$ cat src/rtl/butterfly_net_256_pipe.sv
// Pipelined forward butterfly network over a 256-bit word.
// Eight swap stages (distance 128 down to 1) split into register slices of
// STAGES_PER_REG stages each, connected by a valid/ready elastic pipeline.
// Per-stage selector words live in local registers and may only change
// while the pipeline is empty, so every item sees one consistent config set.
module butterfly_net_256_pipe #(
  parameter int unsigned STAGES_PER_REG = 2
) (
  input  logic         clk,
  input  logic         rst_n,
  input  logic         cfg_we,
  input  logic [2:0]   cfg_idx,
  input  logic [127:0] cfg_wdata,
  output logic         cfg_ready,
  input  logic         in_valid,
  output logic         in_ready,
  input  logic [255:0] in_data,
  output logic         out_valid,
  input  logic         out_ready,
  output logic [255:0] out_data
);

  localparam int unsigned DATA_W     = 256;
  localparam int unsigned CFG_W      = 128;
  localparam int unsigned NUM_STAGES = 8;
  localparam int unsigned NSLICE     = NUM_STAGES / STAGES_PER_REG;

  // One swap stage: pair p maps to (lo, lo + d) where lo keeps the low
  // log2(d) bits of p and shifts the remaining bits up past the d bit.
  function automatic logic [DATA_W-1:0] bfly_stage(
    input logic [DATA_W-1:0] x,
    input logic [CFG_W-1:0]  sel,
    input logic [2:0]        s
  );
    logic [DATA_W-1:0] y;
    logic [7:0]        dd;
    logic [7:0]        mask;
    logic [7:0]        pp;
    logic [7:0]        lo;
    logic [7:0]        hi;
    y    = x;
    dd   = 8'd128 >> s;
    mask = dd - 8'd1;
    for (int p = 0; p < int'(CFG_W); p++) begin
      pp = 8'(p);
      lo = ((pp & ~mask) << 1) | (pp & mask);
      hi = lo | dd;
      if (sel[pp[6:0]]) begin
        y[lo] = x[hi];
        y[hi] = x[lo];
      end
    end
    return y;
  endfunction

  logic [NUM_STAGES-1:0][CFG_W-1:0] cfg_q;
  logic [NSLICE-1:0]                vld_q;
  logic [NSLICE-1:0]                vld_d;
  logic [NSLICE-1:0][DATA_W-1:0]    dat_q;
  logic [NSLICE-1:0][DATA_W-1:0]    dat_d;
  logic [NSLICE-1:0]                load_c;
  logic                             accept_c;
  logic                             cfg_wr_c;

  // Input side is blocked by a pending config write; config side waits for
  // an empty pipeline and no offered data, so the two never interleave.
  assign in_ready  = load_c[0] & ~cfg_we;
  assign accept_c  = in_valid & in_ready;
  assign cfg_ready = ~(|vld_q) & ~in_valid;
  assign cfg_wr_c  = cfg_we & cfg_ready;

  assign out_valid = vld_q[NSLICE-1];
  assign out_data  = dat_q[NSLICE-1];

  for (genvar k = 0; k < int'(NSLICE); k++) begin : g_slice
    logic              src_vld_c;
    logic [DATA_W-1:0] src_dat_c;
    logic [DATA_W-1:0] stg_c;

    // A slice can load if it or any slice downstream of it is empty, or the
    // consumer is taking the head item this cycle.
    assign load_c[k] = out_ready | ~(&vld_q[NSLICE-1:k]);

    if (k == 0) begin : g_head
      assign src_vld_c = accept_c;
      assign src_dat_c = in_data;
    end else begin : g_body
      assign src_vld_c = vld_q[k-1];
      assign src_dat_c = dat_q[k-1];
    end

    // Apply this slice's group of swap stages in increasing stage order.
    always_comb begin
      logic [2:0] sidx;
      sidx  = '0;
      stg_c = src_dat_c;
      for (int unsigned i = 0; i < STAGES_PER_REG; i++) begin
        sidx  = 3'(k * STAGES_PER_REG + i);
        stg_c = bfly_stage(stg_c, cfg_q[sidx], sidx);
      end
    end

    assign vld_d[k] = load_c[k] ? src_vld_c : vld_q[k];
    assign dat_d[k] = load_c[k] ? stg_c     : dat_q[k];
  end

  // Per-stage selector registers; reset to identity.
  always_ff @(posedge clk or negedge rst_n) begin
    if (!rst_n) begin
      cfg_q <= '0;
    end else if (cfg_wr_c) begin
      cfg_q[cfg_idx] <= cfg_wdata;
    end
  end

  // Pipeline slice registers (valid + data).
  always_ff @(posedge clk or negedge rst_n) begin
    if (!rst_n) begin
      vld_q <= '0;
      dat_q <= '0;
    end else begin
      vld_q <= vld_d;
      dat_q <= dat_d;
    end
  end

endmodule

$ cat config.mk
export PLATFORM = sky130hd
export DESIGN_NAME = butterfly_net_256_pipe
export DESIGN_NICKNAME = d
export VERILOG_FILES = /design/src/rtl/butterfly_net_256_pipe.sv
export SDC_FILE = /design/constraint.sdc
export NUM_CORES = 2
export LEC_CHECK = 0
export BUFFER_PORTS_ARGS = -buffer_cell sky130_fd_sc_hd__buf_2
export CAP_MARGIN = 20
export CORE_ASPECT_RATIO = 2
export CORE_UTILIZATION = 61
export DETAILED_ROUTE_END_ITERATION = 7
export PLACE_DENSITY = 0.8
export SETUP_SLACK_MARGIN = 0.15
export SYNTH_ARGS = -nofsm -noshare
export SYNTH_HDL_FRONTEND = slang
export SYNTH_SLANG_ARGS = --single-unit
export TNS_END_PERCENT = 1
$ cat constraint.sdc
create_clock -name clk -period 3 [get_ports clk]
set_input_delay 0.6 -clock clk [delete_from_list [all_inputs] [get_ports clk]]
set_output_delay 0.6 -clock clk [all_outputs]
set_load 0.01 [all_outputs]
After elaboration in Yosys (flattened, before gate mapping)
Cells that the tools add are included.
Widths: inputs -> output; s select.
Storage, ports and cells
  register bits: 2052
  latch bits: 0
  memory bits (writable): 0
  ROM bits: 0
  input bits: 392
  output and inout bits: 259
  memories kept: 0
Cells by class
  add/subtract/negate cells: 0
  multipliers: 0
  divide/modulo/power cells: 0
  magnitude comparators: 2
  eq/ne operators: 0
  shift-type cells: 0
  mux-type cells: 1923
  bitwise gates (word level): 15
  reduce and logical (&&, ||, !) cells: 5
Operator list (count)
  $mux 1: 1792
  $bwmux 1024: 1
  $demux 128 s3: 1
  $mux 2: 128
  $mux 128: 1
  $not 1->1: 7
  $and 1x1->1: 4
  $lt 3x4->1 const B: 1
  $or 1x1->1: 4
  $reduce_and 4->1: 1
  $reduce_or 4->1: 1
  $ge 3x1->1 const B: 1
  $reduce_and 3->1: 1
  $reduce_and 2->1: 1
  $logic_and 1x1->1: 1

Longest topological paths before layout
  depth after elaboration: 5
  mapped depth: 6
  mapped depth without buffers: 3

Worst setup path after synthesis
Ideal clock, no wire load.
  path kind: reg2reg
  from: register vld_q[3]
  to: register cfg_q[264] (netlist name)
  data arrival time: 2.046 ns
  required time: 2.875 ns
  path slack: 0.829 ns
  cell stages (with the launch flop): 6
  path buffers: 2
  period minus slack after synthesis: 2.171 ns
  path through: dfrtp_1 or4_4 or4_4 buf_6 buf_6 mux2_4
On the way
  word-level cells in the longest chain between the ends: 4
Ends and longest elaborated chain
  from (decl): RTL line 57  | logic [NSLICE-1:0] vld_q;
  from (signal assigned): RTL line 122  | vld_q <= vld_d;
  $reduce_or 4->1: RTL line 69  | assign cfg_ready = ~(|vld_q) & ~in_valid;
  $not 1->1: RTL line 69
  $and 1x1->1: RTL line 69
  $and 1x1->1: RTL line 70  | assign cfg_wr_c = cfg_we & cfg_ready;
  to (signal, indexed assignment): RTL line 112  | cfg_q[cfg_idx] <= cfg_wdata;
  to (decl): RTL line 56  | logic [NUM_STAGES-1:0][CFG_W-1:0] cfg_q;
No other way between the ends.
A chain may end at the register's enable or synchronous reset.

Final worst setup path
  from: register vld_q[1]
  to: register cfg_q[350] (netlist name)
The elaborated chain is that of the path after synthesis.

==> impl_metrics.prom <==
# TYPE chip_impl_metric gauge
chip_impl_metric{name="synth.distinct_cells",unit=""} 24
chip_impl_metric{name="place_congestion",unit=""} 0.999
chip_impl_metric{name="grt_max_degree",unit=""} 128
chip_impl_metric{name="ioPinCount",unit=""} 651
chip_impl_info{name="cp_class",value="register to register"} 1
chip_impl_metric{name="globalRouteOverflowTotal",unit=""} 0
chip_impl_info{name="synthMostInstantiatedCell",value="sky130_fd_sc_hd__dfrtp_1"} 1
chip_impl_metric{name="ff_latch_area",unit="sq um"} 51300
chip_impl_metric{name="final_layout_size_suffix_gt1_share",unit="%"} 39.5
chip_impl_metric{name="htree_num_levels",unit=""} 4
chip_impl_metric{name="initial_utilization",unit="%"} 61.5
chip_impl_metric{name="postLayoutSetupSlackWorst",unit="ns"} 0.293
chip_impl_metric{name="cap_violations",unit=""} 0
chip_impl_metric{name="grt_pass1_vias",unit=""} 66400
chip_impl_metric{name="port_buffers",unit=""} 650
chip_impl_metric{name="synth.avg_cell_area",unit="sq um"} 13.2
chip_impl_info{name="synth.largest_area_cell",value="sky130_fd_sc_hd__dfrtp_1"} 1
chip_impl_metric{name="worst-endpoint-required",unit="ns"} 3.71
chip_impl_metric{name="layout-area-overhead-vs-synth",unit="%"} 13.7
chip_impl_metric{name="wl_met3",unit="microns"} 21200
chip_impl_metric{name="detail-route-antenna-nets",unit=""} 0
chip_impl_metric{name="maxClockFrequency",unit="MHz"} 369
chip_impl_info{name="post_synth_most_frequent_cells",value="sky130_fd_sc_hd__dfrtp_1 (2052), sky130_fd_sc_hd__mux2_2 (1928), sky130_fd_sc_hd__mux2i_1 (1280), sky130_fd_sc_hd__nor2_1 (770), sky130_fd_sc_hd__a21oi_1 (768)"} 1
chip_impl_metric{name="synth_async_sr_flop_share",unit="%"} 100
chip_impl_metric{name="filler_cell_count",unit=""} 11100
chip_impl_metric{name="grt.total_usage",unit="%"} 38.0
chip_impl_metric{name="rows",unit=""} 205
chip_impl_info{name="crit_path_frequent_cell",value="sky130_fd_sc_hd__or4_4"} 1
chip_impl_info{name="rsz0062_at_grt",value="false"} 1
chip_impl_metric{name="hpwlAfterDp",unit="microns"} 229000
chip_impl_metric{name="die-area",unit="sq um"} 159000
chip_impl_metric{name="synth-edff-count",unit=""} 0
chip_impl_metric{name="finalSetupViolations",unit=""} 0
chip_impl_metric{name="final.setup.tns",unit="ns"} 0
chip_impl_info{name="clock_tree_from_tritoncts",value="yes"} 1
chip_impl_metric{name="final_area",unit="sq um"} 109000
chip_impl_metric{name="cp.arrival",unit="ns"} 3.42
chip_impl_metric{name="worst_pin_slew",unit="ns"} 1.14
chip_impl_info{name="post_synth_main_area_contributors",value="sky130_fd_sc_hd__dfrtp_1 (54%), sky130_fd_sc_hd__mux2_2 (23%), sky130_fd_sc_hd__mux2i_1 (13%), sky130_fd_sc_hd__a21oi_1 (4.0%), sky130_fd_sc_hd__nor2_1 (3.0%)"} 1
chip_impl_metric{name="worst_skew_pair.late_latency",unit="ns"} 0.84
chip_impl_metric{name="crit_path_max_fanout",unit=""} 29
chip_impl_metric{name="dr.first_iter.drc_count",unit=""} 5207
chip_impl_metric{name="design.final.nets",unit=""} 8387
chip_impl_metric{name="syn_area",unit="sq um"} 95900
chip_impl_metric{name="ir_drop",unit="mV"} 0.605
chip_impl_metric{name="grt_antenna_before_repair",unit=""} 35
chip_impl_info{name="slowest_cp_cell",value="sky130_fd_sc_hd__or4_4"} 1
chip_impl_metric{name="critical-path-max-stage-delay",unit="ns"} 0.81
chip_impl_metric{name="met1Wirelength",unit="microns"} 107000
chip_impl_metric{name="synth_seq_cells",unit=""} 2052
chip_impl_metric{name="cells_after_synth",unit=""} 7255
chip_impl_metric{name="finalCoreUtilization",unit="%"} 70.0
chip_impl_metric{name="post-route-min-period",unit="ns"} 2.71
chip_impl_info{name="run_status",value="completed"} 1
chip_impl_metric{name="die_height",unit="microns"} 563
chip_impl_metric{name="multiInputGateArea",unit="sq um"} 43300
chip_impl_metric{name="route.detailed.wl_per_inst",unit="microns"} 29.3
chip_impl_info{name="crit_path_end_kind",value="register"} 1
chip_impl_metric{name="avgViaCountPerCell",unit=""} 6.26
chip_impl_metric{name="fin_skew",unit="ns"} 0.0501
chip_impl_info{name="path_cells",value="or4_4 -> or4_4 -> buf_12 -> mux2_4"} 1
chip_impl_info{name="startpoint_type",value="register"} 1
chip_impl_metric{name="final_min_period_over_clock_period",unit="%"} 90.2
chip_impl_info{name="primary_flip_flop_cell_chosen_by_synthesis_mapping",value="sky130_fd_sc_hd__dfrtp_1"} 1
chip_impl_metric{name="dr_total_vias",unit=""} 63900
chip_impl_metric{name="wl_met2",unit="microns"} 145000
chip_impl_metric{name="yosysTopAreaCellShare",unit="%"} 53.5
chip_impl_metric{name="cts_buf_count",unit=""} 182
chip_impl_info{name="min_path_type",value="primary input to register"} 1
chip_impl_metric{name="clock_tree.buffer_depth",unit=""} 4
chip_impl_metric{name="p_leak",unit="nW"} 48.8
chip_impl_metric{name="yosys_warnings",unit=""} 0
chip_impl_metric{name="die-width",unit="microns"} 282
chip_impl_metric{name="number_of_remaining_drc_errors",unit=""} 0
chip_impl_metric{name="drt_first_pass_iters",unit=""} 5
chip_impl_metric{name="timing_hold_violations_final",unit=""} 0
chip_impl_metric{name="power-per-cell-area",unit="nW/um^2"} 852
chip_impl_metric{name="ctsResizeCount",unit=""} 0
chip_impl_info{name="clock_tree.root_cell",value="sky130_fd_sc_hd__clkbuf_16"} 1
chip_impl_info{name="uppermost_routed_layer",value="met5"} 1
chip_impl_metric{name="wire_length_of_the_first_global_routing_pass",unit="microns"} 434000
chip_impl_metric{name="synth_fp_nets",unit=""} 7647
chip_impl_metric{name="synth.yosys.seq_area_share",unit="%"} 53.5
chip_impl_metric{name="dpl-instance-area",unit="sq um"} 103000
chip_impl_metric{name="cts_num_sinks",unit=""} 2052
chip_impl_metric{name="setup_slack_placement",unit="ns"} 0.308
chip_impl_metric{name="placeableCoreArea",unit="sq um"} 156000
chip_impl_metric{name="worst_setup_hold_path_clk_slew",unit="ns"} 0.08
chip_impl_metric{name="slew-limit-headroom",unit="%"} 21.5
chip_impl_metric{name="timing.final.max_slew_violations",unit=""} 0
chip_impl_metric{name="route.final.wire_length",unit="microns"} 299000
## placed cells by master (no fill, tap or decap), types with 2 or more instances in the layout
master / n
sky130_fd_sc_hd__a21oi_1: 768
sky130_fd_sc_hd__and3b_1: 2
sky130_fd_sc_hd__and4_4: 2
sky130_fd_sc_hd__buf_12: 75
sky130_fd_sc_hd__buf_2: 649
sky130_fd_sc_hd__buf_4: 142
sky130_fd_sc_hd__bufinv_16: 15
sky130_fd_sc_hd__clkbuf_1: 27
sky130_fd_sc_hd__clkbuf_16: 184
sky130_fd_sc_hd__clkbuf_8: 36
sky130_fd_sc_hd__clkinv_2: 28
sky130_fd_sc_hd__clkinv_4: 4
sky130_fd_sc_hd__clkinvlp_4: 7
sky130_fd_sc_hd__dfrtp_1: 2052
sky130_fd_sc_hd__diode_2: 25
sky130_fd_sc_hd__inv_1: 2
sky130_fd_sc_hd__inv_6: 4
sky130_fd_sc_hd__mux2_2: 1928
sky130_fd_sc_hd__mux2_4: 120
sky130_fd_sc_hd__mux2i_1: 1280
sky130_fd_sc_hd__nand2b_1: 3
sky130_fd_sc_hd__nand3_4: 4
sky130_fd_sc_hd__nand3b_1: 2
sky130_fd_sc_hd__nor2_1: 770
sky130_fd_sc_hd__nor4_2: 2
sky130_fd_sc_hd__or4_4: 2
## critical path: cells and delay by family, from the launching register on
family	cells	cell delay, ns
flip-flops	1	0.47
multiplexers	1	0.33
AND/OR/NAND/NOR	2	1.38
buffers and inverters	1	0.34
## final cells by class
type,instances,area share (%)
clock buffers,247,4.77
diodes,25,0.0573
inverters,2,0.00688
multi-input cells,4890,39.7
clock inverters,60,0.687
well taps,2070,2.37
repair buffers,867,5.34
flip-flops and latches,2052,47.1
## worst paths after layout
check                                    from                        to  slack (ns)  depth (start not counted)
min in group asynchronous               rst_n  g_slice[3].src_dat_c[13]        0.33                          2
worst min-delay path                   cfg_we                  vld_q[0]        0.07                          2
worst min register to register  out_data[172]             out_data[172]        0.52                          2
worst max register to register       vld_q[1]                cfg_q[350]        0.29                          4
max in group asynchronous               rst_n                cfg_q[671]        1.42                          4
worst max-delay path                 vld_q[1]                cfg_q[350]        0.29                          4
## report_power, final
part,leakage (nW),internal [mW],switching (mW)
combinational,20.4,13.2,12.9
sequential,25.5,35.4,7.20
clock,2.93,13.4,10.8
total,48.8,62.1,30.9
## through the flow
stage	hold slack, ns	total power [mW]	cells
after floorplan	0.304	57.5	7255
after global placement	0.500	67.5	9880
after detailed placement	0.511	68.8	9880
after CTS	0.0340	93.0	10200
after global routing	0.0912	96.8	10200
final	0.0669	92.9	10200
## registers in the layout, summed over array words and instances, names as in the netlist
name and flops:
vld_q 4, out_data 256, cfg_q 1024, g_slice.src_dat_c 768
## timing repair
item / 4_1_cts / 5_1_grt
setup buffers: 0 / 0
hold endpoints to repair: 33 / 0
endpoints found under the setup margin: 0 / 0
hold buffers: 1 / 0
## metal layers
layer	GRT usage, %	up-vias
met2	61.7	2397
met3	7.19	829
met5	0	-
met4	28.2	22
li1	-	27600
met1	44.7	33100
## cell families after synthesis
logic type / synth area share [%]
AO/OA/AOI/OAI: 4.02
buffers and inverters: 1.39
flip-flops: 53.5
multiplexers: 37.9
AND/OR/NAND/NOR: 3.18
Power figures use the tool's default switching activity.
